`config.mk`:
```
export PLATFORM = sky130hd
export DESIGN_NAME = dl_mem_arbiter
export DESIGN_NICKNAME = d
export VERILOG_FILES = /design/src/rtl/dl_mem_pkg.sv /design/src/rtl/dl_wr_fifo.sv /design/src/rtl/dl_mem_arbiter.sv
export SDC_FILE = /design/constraint.sdc
export NUM_CORES = 1
export LEC_CHECK = 0
export CAP_MARGIN = 15
export CORE_AREA = 2 2 129 131
export DETAILED_ROUTE_END_ITERATION = 8
export DIE_AREA = 0 0 131 133
export PLACE_DENSITY = 0.73
export RECOVER_POWER = 100
export SLEW_MARGIN = 5
export SYNTH_ARGS = -nofsm -noshare
export SYNTH_HDL_FRONTEND = slang
export SYNTH_HIERARCHICAL = 1
export SYNTH_SLANG_ARGS = --single-unit
```
`constraint.sdc`:
```
create_clock -name clk -period 8 [get_ports clk]
set_clock_uncertainty 0.2 [all_clocks]
set_input_delay 1.6 -clock clk [delete_from_list [all_inputs] [get_ports clk]]
set_output_delay 1.6 -clock clk [all_outputs]
set_load 0.1 [all_outputs]
```
`src/rtl/dl_mem_pkg.sv`:
```
// rtl/dl_mem_pkg.sv - shared types and defaults for the download/CPU memory arbiter
package dl_mem_pkg;

   // Default memory byte-address width
   localparam int DEF_ADDR_W = 25;

   typedef enum logic [1:0] {
      IDLE      = 2'd0,
      DL_ISSUE  = 2'd1,
      CPU_ISSUE = 2'd2
   } arb_state_t;

   // One buffered download write at the default address width
   typedef struct packed {
      logic [DEF_ADDR_W-1:0] addr;
      logic [7:0]            data;
   } dl_entry_t;

endpackage

```
`src/rtl/dl_wr_fifo.sv`:
```
// rtl/dl_wr_fifo.sv - synchronous download write buffer, drops pushes when full
module dl_wr_fifo
   import dl_mem_pkg::*;
#(
   parameter int  DEPTH   = 4,
   parameter type entry_t = dl_entry_t
)
(
   input  logic   clk,
   input  logic   reset_n,
   input  logic   push,
   input  entry_t push_entry,
   input  logic   pop,
   output entry_t head,
   output logic   empty,
   output logic   dropped
);

   localparam int PTR_W = $clog2(DEPTH);
   localparam int CNT_W = PTR_W + 1;

   entry_t             mem [DEPTH];
   logic [PTR_W-1:0]   wr_ptr;
   logic [PTR_W-1:0]   rd_ptr;
   logic [CNT_W-1:0]   count;
   logic               full;
   logic               do_push;
   logic               do_pop;

   assign full    = (count == CNT_W'(DEPTH));
   assign empty   = (count == '0);
   assign do_pop  = pop && !empty;
   // A pop in the same cycle frees the slot, so a full FIFO still accepts the push
   assign do_push = push && (!full || do_pop);
   assign dropped = push && full && !do_pop;
   assign head    = mem[rd_ptr];

   // Pointer and occupancy bookkeeping
   always_ff @(posedge clk or negedge reset_n) begin
      if (!reset_n) begin
         wr_ptr <= '0;
         rd_ptr <= '0;
         count  <= '0;
      end else begin
         if (do_push) wr_ptr <= wr_ptr + PTR_W'(1);
         if (do_pop)  rd_ptr <= rd_ptr + PTR_W'(1);
         case ({do_push, do_pop})
            2'b10:   count <= count + CNT_W'(1);
            2'b01:   count <= count - CNT_W'(1);
            default: count <= count;
         endcase
      end
   end

   // Entry storage, written only on accepted pushes
   always_ff @(posedge clk) begin
      if (do_push) mem[wr_ptr] <= push_entry;
   end

endmodule

```
`src/rtl/dl_mem_arbiter.sv`:
```
// rtl/dl_mem_arbiter.sv - shares one byte memory port between download writes and CPU accesses
module dl_mem_arbiter
   import dl_mem_pkg::*;
#(
   parameter int FIFO_DEPTH   = 4,
   parameter int ADDR_W       = DEF_ADDR_W,
   parameter int DL_BURST_MAX = 8
)
(
   input  logic              clk,
   input  logic              reset_n,
   input  logic              dl_wr,
   input  logic [ADDR_W-1:0] dl_addr,
   input  logic [7:0]        dl_data,
   input  logic              dl_active,
   output logic              dl_overflow,
   output logic              cpu_hold,
   input  logic              cpu_req,
   input  logic              cpu_we,
   input  logic [ADDR_W-1:0] cpu_addr,
   input  logic [7:0]        cpu_wdata,
   output logic              cpu_ack,
   output logic [7:0]        cpu_rdata,
   output logic              mem_req,
   output logic              mem_we,
   output logic [ADDR_W-1:0] mem_addr,
   output logic [7:0]        mem_wdata,
   input  logic              mem_ack,
   input  logic [7:0]        mem_rdata
);

   localparam int BC_W = $clog2(DL_BURST_MAX + 1);

   // Entry sized to this instance's address width
   typedef struct packed {
      logic [ADDR_W-1:0] addr;
      logic [7:0]        data;
   } entry_t;

   arb_state_t       state;
   logic [BC_W-1:0]  burst_cnt;
   entry_t           push_entry;
   entry_t           head;
   logic             fifo_empty;
   logic             fifo_dropped;
   logic             pop;
   logic             limit_hit;
   logic             dl_pending;
   logic             dl_active_q;

   assign push_entry.addr = dl_addr;
   assign push_entry.data = dl_data;

   dl_wr_fifo #(
      .DEPTH   (FIFO_DEPTH),
      .entry_t (entry_t)
   ) u_fifo (
      .clk        (clk),
      .reset_n    (reset_n),
      .push       (dl_wr),
      .push_entry (push_entry),
      .pop        (pop),
      .head       (head),
      .empty      (fifo_empty),
      .dropped    (fifo_dropped)
   );

   assign cpu_hold   = dl_active || !fifo_empty;
   // The CPU has waited through the maximum download burst
   assign limit_hit  = cpu_req && (burst_cnt == BC_W'(DL_BURST_MAX));
   // A strobe arriving into an empty FIFO still outranks a waiting CPU request
   assign dl_pending = !fifo_empty || dl_wr;
   assign pop        = (state == IDLE) && !fifo_empty && !limit_hit;

   // Sticky overflow flag, re-armed at the start of each download
   always_ff @(posedge clk or negedge reset_n) begin
      if (!reset_n) begin
         dl_active_q <= 1'b0;
         dl_overflow <= 1'b0;
      end else begin
         dl_active_q <= dl_active;
         if (fifo_dropped)
            dl_overflow <= 1'b1;
         else if (dl_active && !dl_active_q)
            dl_overflow <= 1'b0;
      end
   end

   // Arbitration FSM; the burst counter only counts grants made while the CPU waits
   always_ff @(posedge clk or negedge reset_n) begin
      if (!reset_n) begin
         state     <= IDLE;
         burst_cnt <= '0;
         mem_req   <= 1'b0;
         mem_we    <= 1'b0;
         mem_addr  <= '0;
         mem_wdata <= '0;
         cpu_ack   <= 1'b0;
         cpu_rdata <= '0;
      end else begin
         cpu_ack <= 1'b0;
         case (state)
            IDLE: begin
               if (pop) begin
                  mem_addr  <= head.addr;
                  mem_wdata <= head.data;
                  mem_we    <= 1'b1;
                  mem_req   <= 1'b1;
                  burst_cnt <= cpu_req ? burst_cnt + BC_W'(1) : '0;
                  state     <= DL_ISSUE;
               end else if (cpu_req && (limit_hit || !dl_pending)) begin
                  mem_addr  <= cpu_addr;
                  mem_wdata <= cpu_wdata;
                  mem_we    <= cpu_we;
                  mem_req   <= 1'b1;
                  burst_cnt <= '0;
                  state     <= CPU_ISSUE;
               end else if (!cpu_req) begin
                  burst_cnt <= '0;
               end
            end
            DL_ISSUE: begin
               if (mem_ack) begin
                  mem_req <= 1'b0;
                  mem_we  <= 1'b0;
                  state   <= IDLE;
               end
            end
            CPU_ISSUE: begin
               if (mem_ack) begin
                  mem_req <= 1'b0;
                  mem_we  <= 1'b0;
                  cpu_ack <= 1'b1;
                  if (!mem_we) cpu_rdata <= mem_rdata;
                  state   <= IDLE;
               end
            end
            default: state <= IDLE;
         endcase
      end
   end

endmodule

```
=== Word-level counts from Yosys, hierarchy flattened ===
Memory sizes are Yosys's and may differ from the RTL's.
Cells that the tools add are included.

* Register bits after elaboration: 59
* Bits in writable memories: 132
* Input port bits: 81
* Output and inout port bits: 46
* Logic and storage cells: 86
* Memories: 1

{| class="wikitable"
|+ Memories
! memory !! words !! bits a word !! read ports !! clocked after Yosys merged registers in !! write ports !! line !! RTL
|-
| u_fifo.mem || 4 || 33 || 1 || 0 || 1 || dl_wr_fifo.sv:22 || <nowiki>entry_t mem [DEPTH];</nowiki>
|}

* $add $sub $neg: 5
* Equal/unequal tests: 9
* Muxes and demuxes: 26
* Bitwise gates (word level): 1
* Reduce and logical (&&, ||, !) cells: 31

{| class="wikitable"
|+ Operators with widths
! cell !! number
|-
| two-way mux 25 bit || 2
|-
| two-way mux 4 bit || 4
|-
| two-way mux 8 bit || 2
|-
| two-way mux 1 bit || 11
|-
| logical AND 1 bit || 9
|-
| nonzero test 2 bit || 4
|-
| logical NOT 1 bit || 6
|-
| two-way mux 2 bit || 3
|-
| inequality test 3 x 1 -> 1 bit, second input constant || 2
|-
| case mux 3 bit (2 select lines) || 1
|-
| AND reduction 2 bit || 3
|-
| AND reduction 3 bit || 2
|-
| adder 2 x 1 -> 2 bit, second input constant || 2
|-
| adder 4 x 1 -> 4 bit, second input constant || 1
|-
| == test 2 x 1 -> 1 bit, second input constant || 2
|-
| == test 2 bit, second input constant || 2
|-
| == test 4 bit, second input constant || 1
|-
| logical OR 1 bit || 4
|-
| case mux 1 bit (2 select lines) || 2
|-
| case mux 2 bit (2 select lines) || 1
|-
| adder 3 x 1 -> 3 bit, second input constant || 1
|-
| == test 3 bit, second input constant || 1
|-
| logical NOT 3 bit || 1
|-
| subtractor 3 x 1 -> 3 bit, second input constant || 1
|-
| other kinds (4) || 4
|}

=== Depth between registers and ports, before layout ===
* Depth after elaboration: 9
* Gate-level depth with buffers: 16

=== Modules after synthesis ===
Netlist, hierarchy kept.

{| class="wikitable"
|+ Modules (own cells, without submodules)
! module !! instances !! cells each !! area each (um2) !! sequential area each (um2)
|-
| dl_wr_fifo || 1 || 211 || 5240.0 || 4139.0
|-
| dl_mem_arbiter || 1 || 220 || 2487.4 || 1301.2
|}

=== Worst setup path after synthesis ===
OpenSTA, ideal clock, no wires.

* Path kind: in2out
* Start: in dl_active
* End: out cpu_hold
* Arrival time: 2.351 ns
* Setup slack: 3.849 ns
* Stages: 1
* Path buffers: 0
* Cells stage by stage: nand2b_1

* Word-level cells in the longest chain between the ends: 1

{| class="wikitable"
|+ RTL lines
! element !! line !! RTL
|-
| start: declaration || dl_mem_arbiter.sv:15 || <nowiki>input logic dl_active,</nowiki>
|-
| logical OR 1 bit || dl_mem_arbiter.sv:68 || <nowiki>assign cpu_hold = dl_active || !fifo_empty;</nowiki>
|-
| end: declaration || dl_mem_arbiter.sv:17 || <nowiki>output logic cpu_hold,</nowiki>
|}

Every way passes these cells.

=== Worst setup path after layout ===
* Start: in cpu_req
* End: mem u_fifo/mem[0][6] in the netlist's numbering (enable)

* Word-level cells in the longest chain between the ends: 8

{| class="wikitable"
|+ RTL lines
! element !! line !! RTL
|-
| start: declaration || dl_mem_arbiter.sv:18 || <nowiki>input logic cpu_req,</nowiki>
|-
| logical AND 1 bit || dl_mem_arbiter.sv:70 || <nowiki>assign limit_hit = cpu_req && (burst_cnt == BC_W'(DL_BURST_MAX));</nowiki>
|-
| logical NOT 1 bit || dl_mem_arbiter.sv:73 || <nowiki>assign pop = (state == IDLE) && !fifo_empty && !limit_hit;</nowiki>
|-
| logical AND 1 bit || dl_mem_arbiter.sv:73 ||
|-
| logical AND 1 bit || dl_wr_fifo.sv:32 || <nowiki>assign do_pop = pop && !empty;</nowiki>
|-
| logical OR 1 bit || dl_wr_fifo.sv:34 || <nowiki>assign do_push = push && (!full || do_pop);</nowiki>
|-
| logical AND 1 bit || dl_wr_fifo.sv:34 ||
|-
| two-way mux 1 bit || dl_wr_fifo.sv:57 || <nowiki>if (do_push) mem[wr_ptr] <= push_entry;</nowiki>
|-
| two-way mux 1 bit (implied by the code) || dl_wr_fifo.sv:57 ||
|-
| end: declaration || dl_wr_fifo.sv:22 ||
|}

Every way passes these cells.

==> results.ini <==
[yosys]
ys_ff_latch=191
ys_warn_count=6
syn_avg_cell_area_um2=17.93
synth_cells=431
ys_seq_area_share_pct=70.40
synth_nets=523
yosysTopAreaCell=edfxtp_1
synth_top_family_by_area=multiplexers
synth-simple-area-share_pct=3.659
synth_top_area_share_pct=51.30
synthFlopType=edfxtp_1
synth_edf_count=132
yosysUniqueCellTypes=45
yosys.area_share.adder_pct=1.878
muxShareOfSynthArea_pct=15.79
synth.cell_area_mm2=0.007727
postSynth.asyncResetShare_pct=30.89
synth_xor_area_share_pct=0.6801
synth_compound_area_share_pct=4.226
synthTopCellsByArea=edfxtp_1, dfrtp_1, mux4_2

[routing]
wl_per_cell_um=18.08
vias=4119
drtIter0Drc=170
ant_nets=0
drcViolationCount=0
vias_per_cell=5.188
firstDrtPassIters=4
wl_um=14360

[layout]
area_growth_pct=24.81
n_fill_cell=1233
ff_latch_area_mm2=0.005443
drive_gt1_share_pct=14.51
fin_nets=651
multi_input_area_mm2=0.001984

[placement]
dpl.hpwl_um=8929
port-buffer-count=126
gp_congestion=0.8082
dpl_worst_slack_ns=2.852

[floorplanning]
die_w_um=131
design.core.area_mm2=0.01617
die-area_mm2=0.01742
initial_core_util_pct=47.78
fp.dieH_um=133
std_cell_rows=47
io_pins=127

[sta]
rsz0062_at_grt=false
drv_slew=263
worstMarginPinSlew_ns=3.364
period_needed_ns=5.600
fin_crit_sh_pct=70.00
setup_viol=0
tns_ns=0
slew_headroom_pct=-124.3
setup_slack_ns=2.400
fmax_ghz=0.1786
hold_viol_final=0

[clock_tree]
insertion_delay_ns=0.42
cts_htree_levels=4
cts_resized=0
cts.sinks=191
cts_buffer_depth=2
numCtsBuffers=17
hold_buffers=0
cts_tree=yes
cts_root_buffer=clkbuf_16
cts.clk_slew.worst_paths_ns=0.06
cts_setup_buffers=0

[hold_path]
hold_class=reg -> reg

[grt]
antenna_found_initial=2
grt_pass1_vias=4329
grt_max_degree=67
grt_pass1_wl_um=22790
overflow=0
grt_usage_pct=17.68

[critical_path]
crit_type=in -> reg
cp.arrival_ns=5.39
critPathMaxFanout=38
worstPathRequired_ns=7.79
cp-start-kind=input pin
endpoint_kind=register

[run_status]
failed_checks=max-capacitance violations, max-slew violations
outcome=finished, violations left

[flow_run]
maxCapViolations=6

## cells in the final DEF (no fill, tap or decap), types with 3 or more instances in the layout
cell type / instances
edfxtp_1: 132
dlygate4sd3_1: 82
dfrtp_1: 57
clkdlybuf4s50_1: 43
nand2_1: 39
mux2i_1: 36
o21ai_0: 33
mux4_2: 33
clkbuf_16: 17
inv_1: 15
ha_1: 10
mux2_2: 9
nand2b_1: 5
and2_0: 5
clkinvlp_4: 5
a21oi_1: 4
clkinv_2: 3
bufinv_16: 3
clkbuf_1: 3
xnor2_1: 3
xor2_1: 3
## final timing paths
kind	start	to	slack, ns	cells past startpoint
max	cpu_req	u_fifo/mem[0][6]$_DFFE_PP_	2.40	6
min	mem_addr[12]$_DFFE_PN0P_	mem_addr[12]$_DFFE_PN0P_	0.27	2
max reg2reg	state[1]$_DFFE_PN0P_	u_fifo/mem[0][6]$_DFFE_PP_	3.18	8
min reg2reg	mem_addr[12]$_DFFE_PN0P_	mem_addr[12]$_DFFE_PN0P_	0.27	2
max in group asynchronous	reset_n	u_fifo/rd_ptr[0]$_DFFE_PN0P_	3.26	2
min in group asynchronous	reset_n	mem_addr[21]$_DFFE_PN0P_	2.22	2
## through the flow
| stage | std cells | utilization [%] | area (um^2) | hold slack (ns) |
|---|---|---|---|---|
| after floorplan | 431 | - | 7727 | 0.2768 |
| after detailed placement | 760 | 56.27 | 9100 | 0.2707 |
| after global routing | 792 | 59.61 | 9639 | 0.3011 |
| final | 794 | 59.64 | 9644 | 0.2702 |
| after global placement | 760 | 56.27 | 9100 | 0.2594 |
| after CTS | 792 | 59.97 | 9698 | 0.2857 |
## cells by family after synthesis
| logic type | Yosys count |
|---|---|
| AO/OA/AOI/OAI | 50 |
| XOR/XNOR | 6 |
| adder cells (fa/ha/maj) | 11 |
| buffers and inverters | 36 |
| flip-flops | 191 |
| multiplexers | 79 |
| AND/OR/NAND/NOR | 58 |
## Yosys cell counts (2+ instances only)
| master | instances |
|---|---|
| edfxtp_1 | 132 |
| dfrtp_1 | 59 |
| nand2_1 | 39 |
| mux2i_1 | 36 |
| mux4_2 | 33 |
| o21ai_1 | 22 |
| inv_1 | 15 |
| ha_1 | 10 |
| mux2_2 | 9 |
| o21ai_2 | 8 |
| buf_2 | 7 |
| and2_2 | 5 |
| buf_12 | 5 |
| nand2b_1 | 5 |
| a21oi_1 | 4 |
| o21ai_0 | 4 |
| clkbuf_1 | 3 |
| xnor2_1 | 3 |
| xor2_1 | 3 |
| buf_4 | 2 |
| o22ai_1 | 2 |
| o31ai_1 | 2 |
## critical path, cell delays in order
cell           delay [ns]
dlygate4sd3_1        0.62
a21o_1               0.28
inv_8                0.33
nor4b_1              0.12
nor2b_1              0.45
and2_0               1.96
## layout make-up
class | instances | area share (%)
clock buffers | 18 | 4.450
multi-input cells | 204 | 20.58
well taps | 220 | 2.854
flip-flops and latches | 191 | 56.43
diodes | 2 | 0.05189
repair buffers | 129 | 13.18
clock inverters | 14 | 1.751
inverters | 16 | 0.7006
## registers in the layout, summed over array words and instances (netlist names)
name	count
burst_cnt	4
cpu_ack	1
cpu_rdata	8
dl_active_q	1
dl_overflow	1
mem_addr	25
mem_req	1
mem_wdata	8
mem_we	1
state	2
u_fifo/count	3
u_fifo/mem	132
u_fifo/rd_ptr	2
u_fifo/wr_ptr	2
## routing by layer
metal	vias up	wire [um]	track usage, %
li1	1901	-	-
met1	2062	6163	23.17
met2	140	7150	28.64
met3	14	876	4.852
met4	2	156	5.910
met5	-	8	0
Power is not shown: default switching activity piles up to over one toggle a cycle in this logic, so the estimate is an artifact.
